[config.mk]
export PLATFORM = sky130hd
export DESIGN_NAME = roi_box_ctrl
export DESIGN_NICKNAME = d
export VERILOG_FILES = /design/src/rtl/roi_box_ctrl.sv
export SDC_FILE = /design/constraint.sdc
export NUM_CORES = 1
export LEC_CHECK = 0
export BUFFER_PORTS_ARGS = -buffer_cell sky130_fd_sc_hd__buf_2
export CAP_MARGIN = 40
export CORE_MARGIN = 5
export CORE_UTILIZATION = 60
export DETAILED_ROUTE_END_ITERATION = 10
export PLACE_DENSITY = 0.9
export RECOVER_POWER = 50
export SYNTH_ARGS = -nofsm -noshare
export SYNTH_HDL_FRONTEND = slang
export SYNTH_SLANG_ARGS = --single-unit
[constraint.sdc]
create_clock -name clk -period 7.67 [get_ports clk]
set_clock_uncertainty 0.2 [all_clocks]
set_input_delay 1.534 -clock clk [delete_from_list [all_inputs] [get_ports clk]]
set_output_delay 1.534 -clock clk [all_outputs]
set_load 0.02 [all_outputs]
[src/rtl/roi_box_ctrl.sv]
// roi_box_ctrl: on-screen region-of-interest box, positioned and resized by push buttons.
//
// The buttons edit a working geometry. Each axis has its own auto-repeat engine: one step
// on press, then one more after a hold delay, then one per repeat period. The working
// geometry is copied to the active geometry at frame_start. The active copy drives the
// cx/cy/half_w/half_h outputs and the per-pixel flags, so the box never tears mid-frame.
//
// Auto-repeat engine states (one engine per axis):
//   state  | meaning
//   IDLE   | no valid direction; the next valid press steps immediately
//   HOLD   | first step issued; counting down the initial hold delay
//   REPEAT | hold delay expired; stepping once per repeat period
//
// Ports:
//   clk, rst                          clock, asynchronous active-high reset
//   move_up/down/left/right           level buttons (move or resize, depending on mode)
//   mode_toggle                       level; a rising edge flips resize_mode
//   frame_start                       one-cycle pulse; commits working geometry to active
//   x, y                              current pixel coordinate
//   draw_box, in_box, template_in_box pixel flags, registered (1-cycle latency from x, y)
//   cx, cy, half_w, half_h            active geometry
//   resize_mode                       0 = move, 1 = resize
module roi_box_ctrl #(
    parameter int H_RES         = 640,
    parameter int V_RES         = 480,
    parameter int CW            = 10,
    parameter int TEMPLATE_SIZE = 40,
    parameter int HALF_MIN      = 5,
    parameter int HALF_MAX      = 100,
    parameter int HALF_DEFAULT  = 100,
    parameter int HOLD_CYCLES   = 25000000,
    parameter int REPEAT_CYCLES = 1000000
) (
    input  logic          clk,
    input  logic          rst,
    input  logic          move_up,
    input  logic          move_down,
    input  logic          move_left,
    input  logic          move_right,
    input  logic          mode_toggle,
    input  logic          frame_start,
    input  logic [CW-1:0] x,
    input  logic [CW-1:0] y,
    output logic          draw_box,
    output logic          in_box,
    output logic          template_in_box,
    output logic [CW-1:0] cx,
    output logic [CW-1:0] cy,
    output logic [CW-1:0] half_w,
    output logic [CW-1:0] half_h,
    output logic          resize_mode
);

    // The shipped defaults (HALF_MIN=5, TEMPLATE_SIZE=40) do not satisfy the
    // template-fits-minimum-box relation HALF_MIN >= TEMPLATE_SIZE/2. That check is
    // therefore left out, so that the default configuration still elaborates.
    // The checks below are hard errors.
    if (HALF_DEFAULT < HALF_MIN || HALF_DEFAULT > HALF_MAX) begin : g_bad_default
        $error("roi_box_ctrl: HALF_DEFAULT outside [HALF_MIN, HALF_MAX]");
    end
    if (2 * HALF_MAX + 1 > H_RES || 2 * HALF_MAX + 1 > V_RES) begin : g_bad_max
        $error("roi_box_ctrl: 2*HALF_MAX+1 exceeds screen size");
    end
    if (HOLD_CYCLES < 1 || REPEAT_CYCLES < 1) begin : g_bad_timing
        $error("roi_box_ctrl: HOLD_CYCLES and REPEAT_CYCLES must be >= 1");
    end

    localparam int CNT_MAX = (HOLD_CYCLES > REPEAT_CYCLES) ? HOLD_CYCLES : REPEAT_CYCLES;
    localparam int CNT_W   = $clog2(CNT_MAX + 1);

    localparam logic [CNT_W-1:0] HOLD_LOAD = CNT_W'(HOLD_CYCLES - 1);
    localparam logic [CNT_W-1:0] REP_LOAD  = CNT_W'(REPEAT_CYCLES - 1);
    localparam logic [CW-1:0]    CX_RST    = CW'(H_RES / 2);
    localparam logic [CW-1:0]    CY_RST    = CW'(V_RES / 2);
    localparam logic [CW-1:0]    HALF_RST  = CW'(HALF_DEFAULT);
    localparam logic [CW-1:0]    ONE_W     = CW'(1);
    localparam logic [CW:0]      ONE_E     = (CW + 1)'(1);
    localparam logic [CW:0]      X_LIM     = (CW + 1)'(H_RES - 1);
    localparam logic [CW:0]      Y_LIM     = (CW + 1)'(V_RES - 1);
    localparam logic [CW:0]      HMAX_E    = (CW + 1)'(HALF_MAX);
    localparam logic [CW:0]      HMIN_P1   = (CW + 1)'(HALF_MIN + 1);
    localparam logic [CW:0]      T_HALF    = (CW + 1)'(TEMPLATE_SIZE / 2);

    typedef enum logic [1:0] {IDLE, HOLD, REPEAT} rpt_state_e;

    // Axis 0 = horizontal (pos = right), axis 1 = vertical (pos = down).
    rpt_state_e       state_q [2];
    rpt_state_e       state_d [2];
    logic [CNT_W-1:0] cnt_q [2];
    logic [CNT_W-1:0] cnt_d [2];
    logic [1:0]       dir_q, dir_d;
    logic [1:0]       axis_pos, axis_neg, step;
    logic             mode_prev_q, mode_edge;

    logic [CW-1:0] wcx_q, wcy_q, whw_q, whh_q, wcx_d, wcy_d, whw_d, whh_d;
    logic [CW-1:0] acx_q, acy_q, ahw_q, ahh_q, acx_d, acy_d, ahw_d, ahh_d;
    logic          resize_q, resize_d;
    logic          draw_box_q, in_box_q, tpl_q, draw_box_d, in_box_d, tpl_d;

    assign axis_pos  = {move_down, move_right};
    assign axis_neg  = {move_up, move_left};
    assign mode_edge = mode_toggle & ~mode_prev_q;

    // A mode change forces both engines to IDLE. Held buttons then count as fresh presses.
    always_comb begin
        for (int a = 0; a < 2; a++) begin
            state_d[a] = state_q[a];
            cnt_d[a]   = cnt_q[a];
            dir_d[a]   = dir_q[a];
            step[a]    = 1'b0;
            if (mode_edge || (axis_pos[a] == axis_neg[a])) begin
                state_d[a] = IDLE;
                cnt_d[a]   = '0;
            end else if (state_q[a] == IDLE || axis_pos[a] != dir_q[a]) begin
                step[a]    = 1'b1;
                cnt_d[a]   = HOLD_LOAD;
                state_d[a] = HOLD;
                dir_d[a]   = axis_pos[a];
            end else if (cnt_q[a] == '0) begin
                step[a]    = 1'b1;
                cnt_d[a]   = REP_LOAD;
                state_d[a] = REPEAT;
            end else begin
                cnt_d[a] = cnt_q[a] - 1'b1;
            end
        end
    end

    logic [CW:0] e_cx, e_cy, e_hw, e_hh;
    assign e_cx = {1'b0, wcx_q};
    assign e_cy = {1'b0, wcy_q};
    assign e_hw = {1'b0, whw_q};
    assign e_hh = {1'b0, whh_q};

    always_comb begin
        wcx_d    = wcx_q;
        wcy_d    = wcy_q;
        whw_d    = whw_q;
        whh_d    = whh_q;
        resize_d = resize_q ^ mode_edge;
        if (step[0]) begin
            if (!resize_q) begin
                if (axis_pos[0]) begin
                    if (e_cx + e_hw + ONE_E <= X_LIM) wcx_d = wcx_q + ONE_W;
                end else if (e_cx >= e_hw + ONE_E) begin
                    wcx_d = wcx_q - ONE_W;
                end
            end else if (axis_pos[0]) begin
                if (e_hw + ONE_E <= HMAX_E && e_cx >= e_hw + ONE_E && e_cx + e_hw + ONE_E <= X_LIM)
                    whw_d = whw_q + ONE_W;
            end else if (e_hw >= HMIN_P1) begin
                whw_d = whw_q - ONE_W;
            end
        end
        // Vertical resize: up grows, down shrinks.
        if (step[1]) begin
            if (!resize_q) begin
                if (axis_pos[1]) begin
                    if (e_cy + e_hh + ONE_E <= Y_LIM) wcy_d = wcy_q + ONE_W;
                end else if (e_cy >= e_hh + ONE_E) begin
                    wcy_d = wcy_q - ONE_W;
                end
            end else if (!axis_pos[1]) begin
                if (e_hh + ONE_E <= HMAX_E && e_cy >= e_hh + ONE_E && e_cy + e_hh + ONE_E <= Y_LIM)
                    whh_d = whh_q + ONE_W;
            end else if (e_hh >= HMIN_P1) begin
                whh_d = whh_q - ONE_W;
            end
        end
    end

    always_comb begin
        acx_d = frame_start ? wcx_q : acx_q;
        acy_d = frame_start ? wcy_q : acy_q;
        ahw_d = frame_start ? whw_q : ahw_q;
        ahh_d = frame_start ? whh_q : ahh_q;
    end

    logic [CW:0] e_x, e_y, a_cx, a_cy, a_hw, a_hh;
    logic        x_in, y_in, x_edge, y_edge, x_tpl, y_tpl;
    assign e_x  = {1'b0, x};
    assign e_y  = {1'b0, y};
    assign a_cx = {1'b0, acx_q};
    assign a_cy = {1'b0, acy_q};
    assign a_hw = {1'b0, ahw_q};
    assign a_hh = {1'b0, ahh_q};

    // Lower bounds are written as x + h >= c, so that no subtraction is needed.
    always_comb begin
        x_in       = (e_x + a_hw >= a_cx) && (e_x <= a_cx + a_hw);
        y_in       = (e_y + a_hh >= a_cy) && (e_y <= a_cy + a_hh);
        x_edge     = (e_x + a_hw == a_cx) || (e_x == a_cx + a_hw);
        y_edge     = (e_y + a_hh == a_cy) || (e_y == a_cy + a_hh);
        x_tpl      = (e_x + T_HALF >= a_cx) && (e_x < a_cx + T_HALF);
        y_tpl      = (e_y + T_HALF >= a_cy) && (e_y < a_cy + T_HALF);
        in_box_d   = x_in && y_in;
        draw_box_d = x_in && y_in && (x_edge || y_edge);
        tpl_d      = x_tpl && y_tpl;
    end

    always_ff @(posedge clk or posedge rst) begin
        if (rst) begin
            state_q[0]  <= IDLE;
            state_q[1]  <= IDLE;
            cnt_q[0]    <= '0;
            cnt_q[1]    <= '0;
            dir_q       <= '0;
            mode_prev_q <= 1'b0;
            wcx_q       <= CX_RST;
            wcy_q       <= CY_RST;
            whw_q       <= HALF_RST;
            whh_q       <= HALF_RST;
            acx_q       <= CX_RST;
            acy_q       <= CY_RST;
            ahw_q       <= HALF_RST;
            ahh_q       <= HALF_RST;
            resize_q    <= 1'b0;
            draw_box_q  <= 1'b0;
            in_box_q    <= 1'b0;
            tpl_q       <= 1'b0;
        end else begin
            state_q[0]  <= state_d[0];
            state_q[1]  <= state_d[1];
            cnt_q[0]    <= cnt_d[0];
            cnt_q[1]    <= cnt_d[1];
            dir_q       <= dir_d;
            mode_prev_q <= mode_toggle;
            wcx_q       <= wcx_d;
            wcy_q       <= wcy_d;
            whw_q       <= whw_d;
            whh_q       <= whh_d;
            acx_q       <= acx_d;
            acy_q       <= acy_d;
            ahw_q       <= ahw_d;
            ahh_q       <= ahh_d;
            resize_q    <= resize_d;
            draw_box_q  <= draw_box_d;
            in_box_q    <= in_box_d;
            tpl_q       <= tpl_d;
        end
    end

    assign cx              = acx_q;
    assign cy              = acy_q;
    assign half_w          = ahw_q;
    assign half_h          = ahh_q;
    assign resize_mode     = resize_q;
    assign draw_box        = draw_box_q;
    assign in_box          = in_box_q;
    assign template_in_box = tpl_q;

endmodule

==> flow_summary_export.csv <==
group,metric,value,unit
floorplan,dieArea,23500,um2
drt,drtAntennaViolNets,0,
global_routing,antenna_found_initial,0,
synth,ys_ff_latch,141,
placed_design,place_area,13000,um2
placed_design,finalWeightedCongestion,0.921,
clock_tree,root_buffer,"clkbuf_16",
min_path,hp-class,"reg2reg",
placed_design,pre_cts_ws,2530,ps
sta,max_slew_margin,-1.01,
clock_tree,cts_setup_buffers,0,
clock_tree,cts_resized,0,
setup_path,cp-start-kind,"input pin",
placed_design,place_hpwl,21200,um
clock_tree,cts_max_level,4,
clock_tree,hold_buffers,0,
setup_path,path_class,"in2reg",
global_routing,track_usage,0.241,
synth,synth_edf_count,0,
sta,max_freq,0.204,GHz
sta,tightest_slew,3000,ps
drt,drt_wl_total,28300,um
floorplan,initial_core_util,0.609,
power_and_ir_drop,p_leak,6.19,nW
global_routing,grt_max_degree,69,
clock_tree,clock_latency,440,ps
clock_tree,cts.sinks,141,
synth,synth_warnings,0,
power_and_ir_drop,vdd_drop_max,234,uV
drt,drt_iter0_drc,642,
sta,min_period_over_period,0.638,
floorplan,fp-row-count,52,
setup_path,cp-end-kind,"flip-flop",
final_layout,stdcell_count,1689,
synth,synth_nets,1576,
drt,first_pass_iters,5,
setup_path,slowest_stage,"a311oi_1",
placed_design,port_buffers,71,
sta,drv_slew,126,
final_layout,fin_nets,1642,
drt,drc_errors,0,
sta,fin_ws,2780,ps
drt,viasPerCell,6.10,
sta,fin_crit,4890,ps
setup_path,required,7800,ps
drt,wire_per_inst,16.8,um
final_layout,num-fill-cells,1482,
synth,netlist_area,12300,um2
final_layout,areaGrowthSynthToFinish,9.90,%
sta,fin_setup_tns,0,ps
clock_tree,cts_buffer_depth,2,
sta,setup_viol,0,
sta,hold_viol,0,
synth,ys_types,65,
status,status,"finished, violations left",
power_and_ir_drop,p_per_area,464,nW/um2
placed_design,post-place-cells,1657,
final_layout,antennaDiodeCount,0,
setup_path,worst_ep_arrival_time,5020,ps
global_routing,grt_pass1_vias,10500,
setup_path,slowest_delay,350,ps
clock_tree,cts_tree,"yes",
synth,ys_seq_area_frac,0.289,
sta,whs,303,ps
clock_tree,clkTransAtPathRegs,70,ps
final_layout,ff_latch_area,3560,um2
final_layout,multiInputGateArea,8390,um2
global_routing,grt_pass1_wl,48100,um
setup_path,path_cells,"buf_2 -> ha_1 -> a21o_1 -> a21oi_1 -> o21ai_0 -> a21oi_1 -> o21ai_0 -> a21o_1 -> a21oi_1 -> xnor2_1 -> ha_1 -> nand3_1 -> o31ai_1 -> nor3_1 -> a21o_1 -> a311oi_1 -> a21boi_0",
clock_tree,cts-buffers-inserted,17,
synth,synth-async-reset-ratio,1.00,
floorplan,fp.dieH,153,um
sta,rsz0062_at_grt,"no",
status,violations,"capacitance limit, slew limit",
floorplan,placeableCoreArea,20200,um2
floorplan,fp.dieW,153,um
floorplan,top_level_ports,72,
drt,vias,10300,
synth,syn_inst,1340,
synth,avgSynthCellArea,9.20,um2
global_routing,overflow,0,
final_layout,postLayoutCellArea,13500,um2
run,cap_violations,2,
synth,ys.flop_type,"dfrtp_1",
final_layout,drive_gt1_frac,0.129,
setup_path,cp_max_fo,4,
## metal layers
metal	GRT usage	wire, um	vias up
li1	-	-	4976
met1	0.301	12200	4919
met2	0.414	13800	335
met3	0.0399	1530	69
met4	0.105	807	0
met5	0	0	-
## critical path, delay by kind of cell
family / cells / cell delay [ps]
AO/OA/AOI/OAI: 11 / 2490
XOR/XNOR: 1 / 90
adder cells (fa/ha/maj): 2 / 590
buffers and inverters: 1 / 130
AND/OR/NAND/NOR: 2 / 200
## layout make-up
class / instances / share of cell area
Sequential cell: 141 / 0.263
Multi-Input combinational cell: 1100 / 0.620
Timing Repair Buffer: 75 / 0.0289
Inverter: 71 / 0.0198
Clock inverter: 14 / 0.0124
Tap cell: 270 / 0.0249
Clock buffer: 18 / 0.0317
## Yosys cell counts, types with 3 or more instances
cell         n  area (um2)
o211ai_1     7        52.6
nand3b_1     3        22.5
nand2b_1    17         106
or3_1       12        75.1
ha_1       198        2480
inv_1       71         267
o2111ai_1    5        43.8
o31ai_1      3        22.5
nand2_1     90         338
a2111oi_0    3        26.3
nor3_1      34         170
dfrtp_1    117        2930
buf_1        4        15.0
nor3b_1      3        22.5
a31oi_1      9        56.3
xor2_1      52         455
a21boi_0     4        30.0
o21ai_0     96         480
fa_1        10         200
nor2b_1     22         138
nor2_1      80         300
nand4_1     11        68.8
o21bai_1     9        67.6
a211o_1      5        43.8
dfstp_2     24         631
clkbuf_1    22        82.6
mux2_2      48         541
nor4_1      14        87.6
a21o_1      36         270
o21a_1      15         113
a211oi_1    13        97.6
mux2i_1      3        30.0
and3_1       5        31.3
o41ai_1      4        35.0
or4_1        5        37.5
o22ai_1      3        18.8
nand3_1     29         145
a21oi_1    118         591
xnor2_1    100         876
## cell usage in the layout, fill, tap and decap left out, types with 4 or more instances in the layout
cell type,instances
nor4_1,14
nand3_1,29
inv_1,70
nand2b_1,17
o21ai_0,96
xor2_1,52
buf_2,66
o2111ai_1,5
mux2_2,48
fa_1,10
clkinv_2,4
dfstp_2,24
or3_1,12
clkbuf_16,17
nor2_1,80
clkbuf_1,8
or4_1,5
xnor2_1,100
nand2_1,90
nor2b_1,22
o41ai_1,4
nand4_1,11
and3_1,5
a21oi_1,118
o21bai_1,9
o21a_1,15
o211ai_1,7
a211o_1,5
a21o_1,36
a31oi_1,9
nor3_1,34
a21boi_0,4
dfrtp_1,117
a211oi_1,13
ha_1,198
## sequential cells by signal, indices dropped and copies added, names as in the netlist, 10 cells and up
register,flops
wcx_q,10
whw_q,10
half_h,10
whh_q,10
cx,10
half_w,10
cy,10
wcy_q,10
cnt_q,50
## where the power goes
group	total, mW	leakage, nW	internal [mW]	switching [mW]
sequential	1.51	1.71	1.04	0.471
clock	0.848	0.286	0.511	0.337
combinational	3.92	4.19	1.79	2.13
## through the flow
step,total power [mW],utilization
floorplan,4.39,-
global placement,5.09,0.639
detailed placement,5.32,0.641
CTS,6.25,0.671
global route,6.85,0.669
finish,6.28,0.669
## worst paths after layout
| check | start | endpoint | slack, ps | depth (start not counted) |
|---|---|---|---|---|
| max in group asynchronous | rst | whw_q[5] | 3630 | 4 |
| hold reg to reg | cnt_q[25] | cnt_q[25] | 300 | 1 |
| min in group asynchronous | rst | template_in_box | 1730 | 2 |
| hold / removal | cnt_q[25] | cnt_q[25] | 300 | 1 |
| setup / recovery | y[1] | draw_box | 2780 | 17 |
| setup reg to reg | half_h[1] | draw_box | 3270 | 16 |
## cells by family after synthesis
logic type / synth area share
AND/OR/NAND/NOR: 0.136
XOR/XNOR: 0.108
multiplexers: 0.0463
AO/OA/AOI/OAI: 0.173
adder cells (fa/ha/maj): 0.217
flip-flops: 0.289
buffers and inverters: 0.0303
No activity file was read; power rests on OpenSTA's default activity.
